==> src/rtl/cla_adder_pipelined.sv <==
// rtl/cla_adder_pipelined.sv - pipelined carry-lookahead adder/subtractor with NZCV flags
// Each GROUP-bit slice gets its own register stage; slice carries are registered.
module cla_adder_pipelined #(
    parameter int WIDTH = 32,
    parameter int GROUP = 16,
    localparam int NSLICE = WIDTH / GROUP
) (
    input  logic             clk,
    input  logic             rst,
    input  logic             in_valid,
    output logic             in_ready,
    input  logic [WIDTH-1:0] in1,
    input  logic [WIDTH-1:0] in2,
    input  logic             c_in,
    input  logic [1:0]       op,
    output logic             out_valid,
    input  logic             out_ready,
    output logic [WIDTH-1:0] sum,
    output logic             c_out,
    output logic             ovf,
    output logic             zero,
    output logic             neg
);

    // 4-bit augmented CLA blocks chained through a block-level lookahead carry unit
    function automatic logic [GROUP:0] cla_slice(input logic [GROUP-1:0] a,
                                                 input logic [GROUP-1:0] b,
                                                 input logic             cin);
        logic [GROUP-1:0]   g;
        logic [GROUP-1:0]   p;
        logic [GROUP:0]     c;
        logic [GROUP/4:0]   bc;
        logic               bg;
        logic               bp;
        g     = a & b;
        p     = a ^ b;
        c     = '0;
        bc    = '0;
        bc[0] = cin;
        for (int j = 0; j < GROUP/4; j++) begin
            bg = g[4*j+3] | (p[4*j+3] & g[4*j+2]) | (p[4*j+3] & p[4*j+2] & g[4*j+1])
               | (p[4*j+3] & p[4*j+2] & p[4*j+1] & g[4*j]);
            bp = &p[4*j +: 4];
            bc[j+1] = bg | (bp & bc[j]);
            c[4*j]  = bc[j];
            for (int i = 1; i < 4; i++) begin
                c[4*j+i] = g[4*j+i-1] | (p[4*j+i-1] & c[4*j+i-1]);
            end
        end
        c[GROUP] = bc[GROUP/4];
        return {c[GROUP], p ^ c[GROUP-1:0]};
    endfunction

    logic             w_adv;
    logic [WIDTH-1:0] w_beff;
    logic             w_cin_eff;

    assign w_adv     = ~out_valid | out_ready;
    assign in_ready  = w_adv;
    assign w_beff    = op[1] ? ~in2 : in2;
    assign w_cin_eff = op[0] ? c_in : op[1];

    genvar k;
    generate
        for (k = 0; k < NSLICE; k++) begin : g_stage
            localparam int LO = k * GROUP;
            localparam int HI = LO + GROUP;

            logic [GROUP-1:0] w_a;
            logic [GROUP-1:0] w_b;
            logic [GROUP-1:0] w_s;
            logic             w_cin;
            logic             w_cout;
            logic             w_vin;
            logic [HI-1:0]    w_full;
            logic             r_valid;
            logic             r_c;
            logic [HI-1:0]    r_s;

            if (k == 0) begin : g_src
                assign w_a    = in1[GROUP-1:0];
                assign w_b    = w_beff[GROUP-1:0];
                assign w_cin  = w_cin_eff;
                assign w_vin  = in_valid;
                assign w_full = w_s;
            end else begin : g_src
                assign w_a    = g_stage[k-1].g_pend.r_pa[GROUP-1:0];
                assign w_b    = g_stage[k-1].g_pend.r_pb[GROUP-1:0];
                assign w_cin  = g_stage[k-1].r_c;
                assign w_vin  = g_stage[k-1].r_valid;
                assign w_full = {w_s, g_stage[k-1].r_s};
            end

            assign {w_cout, w_s} = cla_slice(w_a, w_b, w_cin);

            always_ff @(posedge clk or posedge rst) begin
                if (rst) begin
                    r_valid <= 1'b0;
                    r_c     <= 1'b0;
                    r_s     <= '0;
                end else if (w_adv) begin
                    r_valid <= w_vin;
                    if (w_vin) begin
                        r_c <= w_cout;
                        r_s <= w_full;
                    end
                end
            end

            if (k < NSLICE-1) begin : g_pend
                // operand bits of higher slices, skewed until their carry arrives
                logic [WIDTH-HI-1:0] w_pa;
                logic [WIDTH-HI-1:0] w_pb;
                logic [WIDTH-HI-1:0] r_pa;
                logic [WIDTH-HI-1:0] r_pb;

                if (k == 0) begin : g_in
                    assign w_pa = in1[WIDTH-1:HI];
                    assign w_pb = w_beff[WIDTH-1:HI];
                end else begin : g_in
                    assign w_pa = g_stage[k-1].g_pend.r_pa[WIDTH-LO-1:GROUP];
                    assign w_pb = g_stage[k-1].g_pend.r_pb[WIDTH-LO-1:GROUP];
                end

                always_ff @(posedge clk or posedge rst) begin
                    if (rst) begin
                        r_pa <= '0;
                        r_pb <= '0;
                    end else if (w_adv && w_vin) begin
                        r_pa <= w_pa;
                        r_pb <= w_pb;
                    end
                end
            end else begin : g_flags
                logic r_ovf;
                logic r_zero;
                logic r_neg;

                always_ff @(posedge clk or posedge rst) begin
                    if (rst) begin
                        r_ovf  <= 1'b0;
                        r_zero <= 1'b0;
                        r_neg  <= 1'b0;
                    end else if (w_adv && w_vin) begin
                        r_ovf  <= (w_a[GROUP-1] == w_b[GROUP-1]) && (w_s[GROUP-1] != w_a[GROUP-1]);
                        r_zero <= (w_full == '0);
                        r_neg  <= w_s[GROUP-1];
                    end
                end
            end
        end
    endgenerate

    assign out_valid = g_stage[NSLICE-1].r_valid;
    assign sum       = g_stage[NSLICE-1].r_s;
    assign c_out     = g_stage[NSLICE-1].r_c;
    assign ovf       = g_stage[NSLICE-1].g_flags.r_ovf;
    assign zero      = g_stage[NSLICE-1].g_flags.r_zero;
    assign neg       = g_stage[NSLICE-1].g_flags.r_neg;

endmodule
==> config.mk <==
export PLATFORM = sky130hd
export DESIGN_NAME = cla_adder_pipelined
export DESIGN_NICKNAME = d
export VERILOG_FILES = /design/src/rtl/cla_adder_pipelined.sv
export SDC_FILE = /design/constraint.sdc
export NUM_CORES = 1
export LEC_CHECK = 0
export ABC_AREA = 1
export CAP_MARGIN = 20
export CORE_UTILIZATION = 35
export CTS_CLUSTER_DIAMETER = 120
export DETAILED_ROUTE_END_ITERATION = 12
export GPL_ROUTABILITY_DRIVEN = 1
export GPL_TIMING_DRIVEN = 0
export HOLD_SLACK_MARGIN = 0.12
export SLEW_MARGIN = 20
export SYNTH_ARGS = -nofsm -noshare
export SYNTH_HDL_FRONTEND = slang
export SYNTH_SLANG_ARGS = --single-unit
==> constraint.sdc <==
create_clock -name clk -period 3.57 [get_ports clk]
set_input_delay 0.714 -clock clk [delete_from_list [all_inputs] [get_ports clk]]
set_output_delay 0.714 -clock clk [all_outputs]
set_load 0.005 [all_outputs]
Word-level counts from Yosys, hierarchy flattened:

Cells that the tools add are included.

* output and inout port bits: 38
* flip-flop bits (word level): 87

* reduce and logical (&&, ||, !) cells: 14
* bitwise gates (word level): 137
* multiplexer cells: 2
* equal/unequal tests: 2

Operators with widths (count)
* bitwise AND 1 bit: 72
* XOR 16 bit: 4
* bitwise OR 1 bit: 57
* bitwise AND 16 bit: 2
* logical NOT 32 bit: 1
* 2-to-1 mux 32 bit: 1
* NOT 32 bit: 1
* AND reduction 4 bit: 8
* AND reduction 2 bit: 2
* logical AND 1 bit: 3
* equality test 1 bit: 1
* 2-to-1 mux 1 bit: 1
* != test 1 bit: 1
* NOT 1 bit: 1

Longest topological paths before layout:

* depth after elaboration: 19
* gate-level depth with buffers: 19
* gate-level depth less buffers: 17

Worst setup path before layout:

OpenSTA, ideal clock, no wires.

* path kind: in2reg
* from: input op[1]
* to: register g_stage[0].r_s[15]
* path buffers: 2
* cell stages on the path: 19
* data arrival time: 3.594 ns
* path slack: -0.107 ns
* path through: buf_4 > buf_4 > xnor2_1 > inv_1 > ha_1 > nand2_1 > nor2_1 > nand2_1 > nand3_2 > nand2_1 > nand2_1 > nand2_1 > nand2_1 > inv_1 > fa_1 > fa_1 > fa_1 > xor2_1 > o21ai_0

* longest elaborated chain between the ends: 18
* elaborated cells on any way between the ends: 44
* those cells by class: 2 x mux; 39 x bitwise; 3 x reduce/logical

RTL lines
* start: declaration: line 15 `input logic [1:0] op,`
* 2-to-1 mux 32 bit: line 60 `assign w_beff = op[1] ? ~in2 : in2;`
* XOR 16 bit or bitwise AND 16 bit (tied branches): line 36, 35
* bitwise AND 1 bit, on equally long branches: line 41, 42
* bitwise OR 1 bit (tied with other cells): line 41 `bg = g[4*j+3] | (p[4*j+3] & g[4*j+2]) | (p[4*j+3] & p[4*j+2] & g[4*j+1])`
* bitwise OR 1 bit or bitwise AND 1 bit (tied branches): line 41, 42
* bitwise OR 1 bit: line 42 `| (p[4*j+3] & p[4*j+2] & p[4*j+1] & g[4*j]);`
* bitwise OR 1 bit: line 44 `bc[j+1] = bg | (bp & bc[j]);`
* bitwise AND 1 bit: line 44
* [2 not listed]
* bitwise OR 1 bit: line 44
* bitwise AND 1 bit: line 47 `c[4*j+i] = g[4*j+i-1] | (p[4*j+i-1] & c[4*j+i-1]);`
* bitwise OR 1 bit: line 47
* bitwise AND 1 bit: line 47
* bitwise OR 1 bit: line 47
* bitwise AND 1 bit: line 47
* bitwise OR 1 bit: line 47
* XOR 16 bit *: line 51 `return {c[GROUP], p ^ c[GROUP-1:0]};`
* end signal: assignment: line 105 `r_s <= w_full;`
* end: declaration: line 78 `logic [HI-1:0] r_s;`

Every way passes the cells marked *; elsewhere a longest branch is shown, timed or not.
A chain may end at the register's enable or synchronous reset.

Worst setup path after layout:

* from: input in2[7]
* to: register g_stage[0].r_s[14]

* longest elaborated chain between the ends: 15
* elaborated cells on any way between the ends: 22
* those cells by class: 1 x mux; 20 x bitwise; 1 x reduce/logical

RTL lines
* start: declaration: line 13 `input logic [WIDTH-1:0] in2,`
* NOT 32 bit: line 60
* 2-to-1 mux 32 bit *: line 60
* XOR 16 bit: line 36 `p = a ^ b;`
* bitwise AND 1 bit, on equally long branches: line 41, 42
* bitwise OR 1 bit (tied with other cells): line 41
* bitwise OR 1 bit or bitwise AND 1 bit (tied branches): line 41, 42
* bitwise OR 1 bit: line 42
* bitwise OR 1 bit *: line 44
* bitwise AND 1 bit *: line 44
* bitwise OR 1 bit *: line 44
* bitwise AND 1 bit *: line 47
* bitwise OR 1 bit *: line 47
* bitwise AND 1 bit *: line 47
* bitwise OR 1 bit *: line 47
* XOR 16 bit *: line 51

Marked as above.

==> impl_metrics.py <==
metrics = {
    "clock_network": {
        "clk_pin_slew_worst_paths_ps": 60,
        "cts_tree": "built",
        "root_buffer": "clkbuf_16",
        "cts_buffers": 9,
        "h-tree-depth": 3,
        "cts_hold_buffers": 0,
        "insertion_delay_ps": 340,
        "clkSinkCount": 86,
        "clock_path_buffers": 2,
    },
    "power": {
        "p_leak_uw": 0.00331,
        "switchingPower_uw": 1310,
        "swShare_pct": 33.6,
        "finalPower_uw": 3900,
        "internal_power_uw": 2590,
        "p_comb_share_pct": 38.4,
        "power_density_mw_per_mm2": 569,
        "peakVddDrop_uv": 291,
        "pwr-share-seq_pct": 37.9,
        "pwr-share-clk_pct": 23.7,
    },
    "floorplanning": {
        "rows": 43,
        "core-area_mm2": 0.0140,
        "io_pins": 109,
        "die_w_um": 122,
        "die_h_um": 122,
        "start_util_pct": 36.1,
        "dieArea_mm2": 0.0149,
    },
    "layout": {
        "nFillCells": 1348,
        "nets": 805,
        "final_cells": 862,
        "insertedDiodeCount": 0,
        "final_common_cell": "nand2_1",
        "syn_to_final_growth_pct": 35.8,
        "drive_gt1_share_pct": 10.9,
        "post-route-util_pct": 49.0,
        "layout_common_cells": "nand2_1, clkdlybuf4s50_1, dfrtp_1",
    },
    "yosys": {
        "synthCells": 556,
        "synth_area_mm2": 0.00505,
        "synth.avg_cell_area_um2": 9.08,
        "synth_cell_type_count": 29,
        "yosys_register_bits": 86,
        "synth_nets": 683,
        "yosysSeqAreaShare_pct": 42.6,
        "yosysWarnings": 0,
    },
    "timing": {
        "slew_headroom_pct": 63.2,
        "hold_viol": 0,
        "max_freq_ghz": 0.291,
        "tns_ps": 0,
        "setup_violations": 0,
        "fin_skew_ps": 8.40,
        "slew_viol_final": 0,
        "fin_crit_ps": 3430,
        "rsz0062_at_grt": "yes",
        "worst_pin_slew_ps": 552,
        "finalCritPeriodShare_pct": 96.1,
    },
    "grt": {
        "grt_usage_pct": 18.3,
        "grt_max_degree": 46,
        "gr-total-overflow": 0,
        "grt_pass1_wl_mm": 20.5,
        "antenna_found_initial": 0,
        "grt_pass1_vias": 4138,
    },
    "worst_setup_path": {
        "critPathRequiredTime_ps": 3790,
        "critPathArrivalTime_ps": 3650,
        "worst-setup-path-type": "input pin to register",
        "cp-end-kind": "register",
        "worstSetupStartpointType": "input pin",
        "path_max_fanout": 4,
    },
    "drt": {
        "drc": 0,
        "vias_per_cell": 4.65,
        "drt-pass1-iter-count": 4,
        "wl_per_cell_um": 15.0,
        "antenna_left": 0,
        "wl_mm": 12.9,
        "num_vias": 4006,
        "dr.first_iter.drc_count": 221,
    },
    "placement": {
        "io_buffer_count": 107,
        "dp.cells": 844,
        "gp_congestion": 0.858,
        "dp_hpwl_mm": 9.99,
    },
    "run_status": {
        "status": "finished, final reports clean",
    },
    "run": {
        "cap_violations": 0,
    },
    "worst_hold_path": {
        "holdCritPathClass": "register to register",
    },
}
## path summary, 6_finish.rpt
path | cells after the start | slack, ps | to | startpoint
worst min-delay path | 2 | 480 | sum[0]$_DFFE_PP0P_ | sum[0]$_DFFE_PP0P_
worst max-delay path | 14 | 140 | g_stage[0].r_s[14]$_DFFE_PP0P_ | in2[7]
worst min register to register | 2 | 480 | sum[0]$_DFFE_PP0P_ | sum[0]$_DFFE_PP0P_
worst max register to register | 17 | 210 | zero$_DFFE_PP0P_ | g_stage[0].g_pend.r_pa[3]$_DFFE_PP0P_
max in group asynchronous | 3 | 2170 | g_stage[0].r_s[15]$_DFFE_PP0P_ | rst
min in group asynchronous | 2 | 780 | g_stage[0].g_pend.r_pb[13]$_DFFE_PP0P_ | rst
## state kept, by name, indices dropped and copies added, names as in the netlist
signal	cells
c_out	1
g_stage.g_pend.r_pa	16
g_stage.g_pend.r_pb	16
g_stage.r_c	1
g_stage.r_s	16
g_stage.r_valid	1
out_valid	1
ovf	1
sum	32
zero	1
## per-stage QoR
stage | worst slack, ps | hold WS, ps | instance area [um2]
5_1_grt | -28.7 | 515 | 6860
3_5_place_dp | -349 | 464 | 6400
4_1_cts | 0.0977 | 480 | 6690
3_3_place_gp | -660 | 461 | 6370
6_report | 139 | 478 | 6860
2_1_floorplan | 39.2 | 453 | 5080
## critical path: stages
cell	delay [ps]
clkdlybuf4s50_1	420
xor2_1	150
ha_1	360
nand3_2	100
nor2_1	120
nand2_1	70
nand2_1	80
nand2_1	60
nand2_2	60
inv_1	60
fa_2	390
fa_2	410
fa_2	560
o21ai_0	80
## layer usage
metal	vias to the layer above	part of all wire, %	track usage [%]
li1	1986	-	-
met1	1918	43	23.0
met2	89	51	31.5
met3	13	4.7	3.42
met4	0	1.6	6.02
met5	-	0	0
## cells by family (layout without fill, tap and decap cells)
family	after synthesis	count (layout)	synth area share [%]
simple gates	202	202	16.9
buf+inv	95	221	8.05
flops	86	86	42.6
compound gates	76	76	7.93
fa+ha+maj	56	56	17.4
xor+xnor	41	41	7.11
## what timing repair did
action | CTS | global route
buffers inserted | 0 | 3
endpoints found under the setup margin | 0 | 5
gates resized for setup | 0 | 29
hold endpoints to repair | 0 | 0
## cells in the mapped netlist
library cell	number	area (um2)
o21ai_0	57	285
ha_1	32	400
buf_2	7	35.0
xnor2_1	30	263
inv_2	3	11.3
a21oi_1	8	40.0
nor2_4	2	22.5
buf_6	1	11.3
nand3_2	1	10.0
nor3_1	2	10.0
a31oi_1	1	6.26
fa_1	24	480
a21oi_2	2	17.5
buf_4	8	60.1
nor4_1	3	18.8
nand2_1	149	559
nand3_1	12	60.1
inv_1	71	267
nor2_1	14	52.6
nand2_2	10	62.6
a41oi_1	1	8.76
o31ai_2	1	12.5
nand4_1	8	50.1
clkbuf_4	1	7.51
dfrtp_1	86	2150
xor2_1	11	96.3
o21ai_1	6	30.0
clkbuf_1	4	15.0
and3_1	1	6.26
## power groups by stage
stage / Sequential (uW) / Clock, uW / Combinational [uW]
CTS: 1480 / 940 / 1470
global placement: 1480 / 0 / 1420
detailed placement: 1490 / 0 / 1470
global route: 1510 / 981 / 1700
finish: 1480 / 925 / 1500
floorplan: 1450 / 0 / 752
## layout make-up
class / count / area, um2 / area share [%]
clock inverter: 4 / 47.5 / 0.693
buffer: 21 / 158 / 2.30
clock buffer: 11 / 243 / 3.54
sequential: 86 / 2150 / 31.4
multi-input combinational: 375 / 2630 / 38.3
inverter: 74 / 280 / 4.09
timing repair buffer: 111 / 1130 / 16.5
tap: 180 / 225 / 3.28
Power figures use the tool's default switching activity.
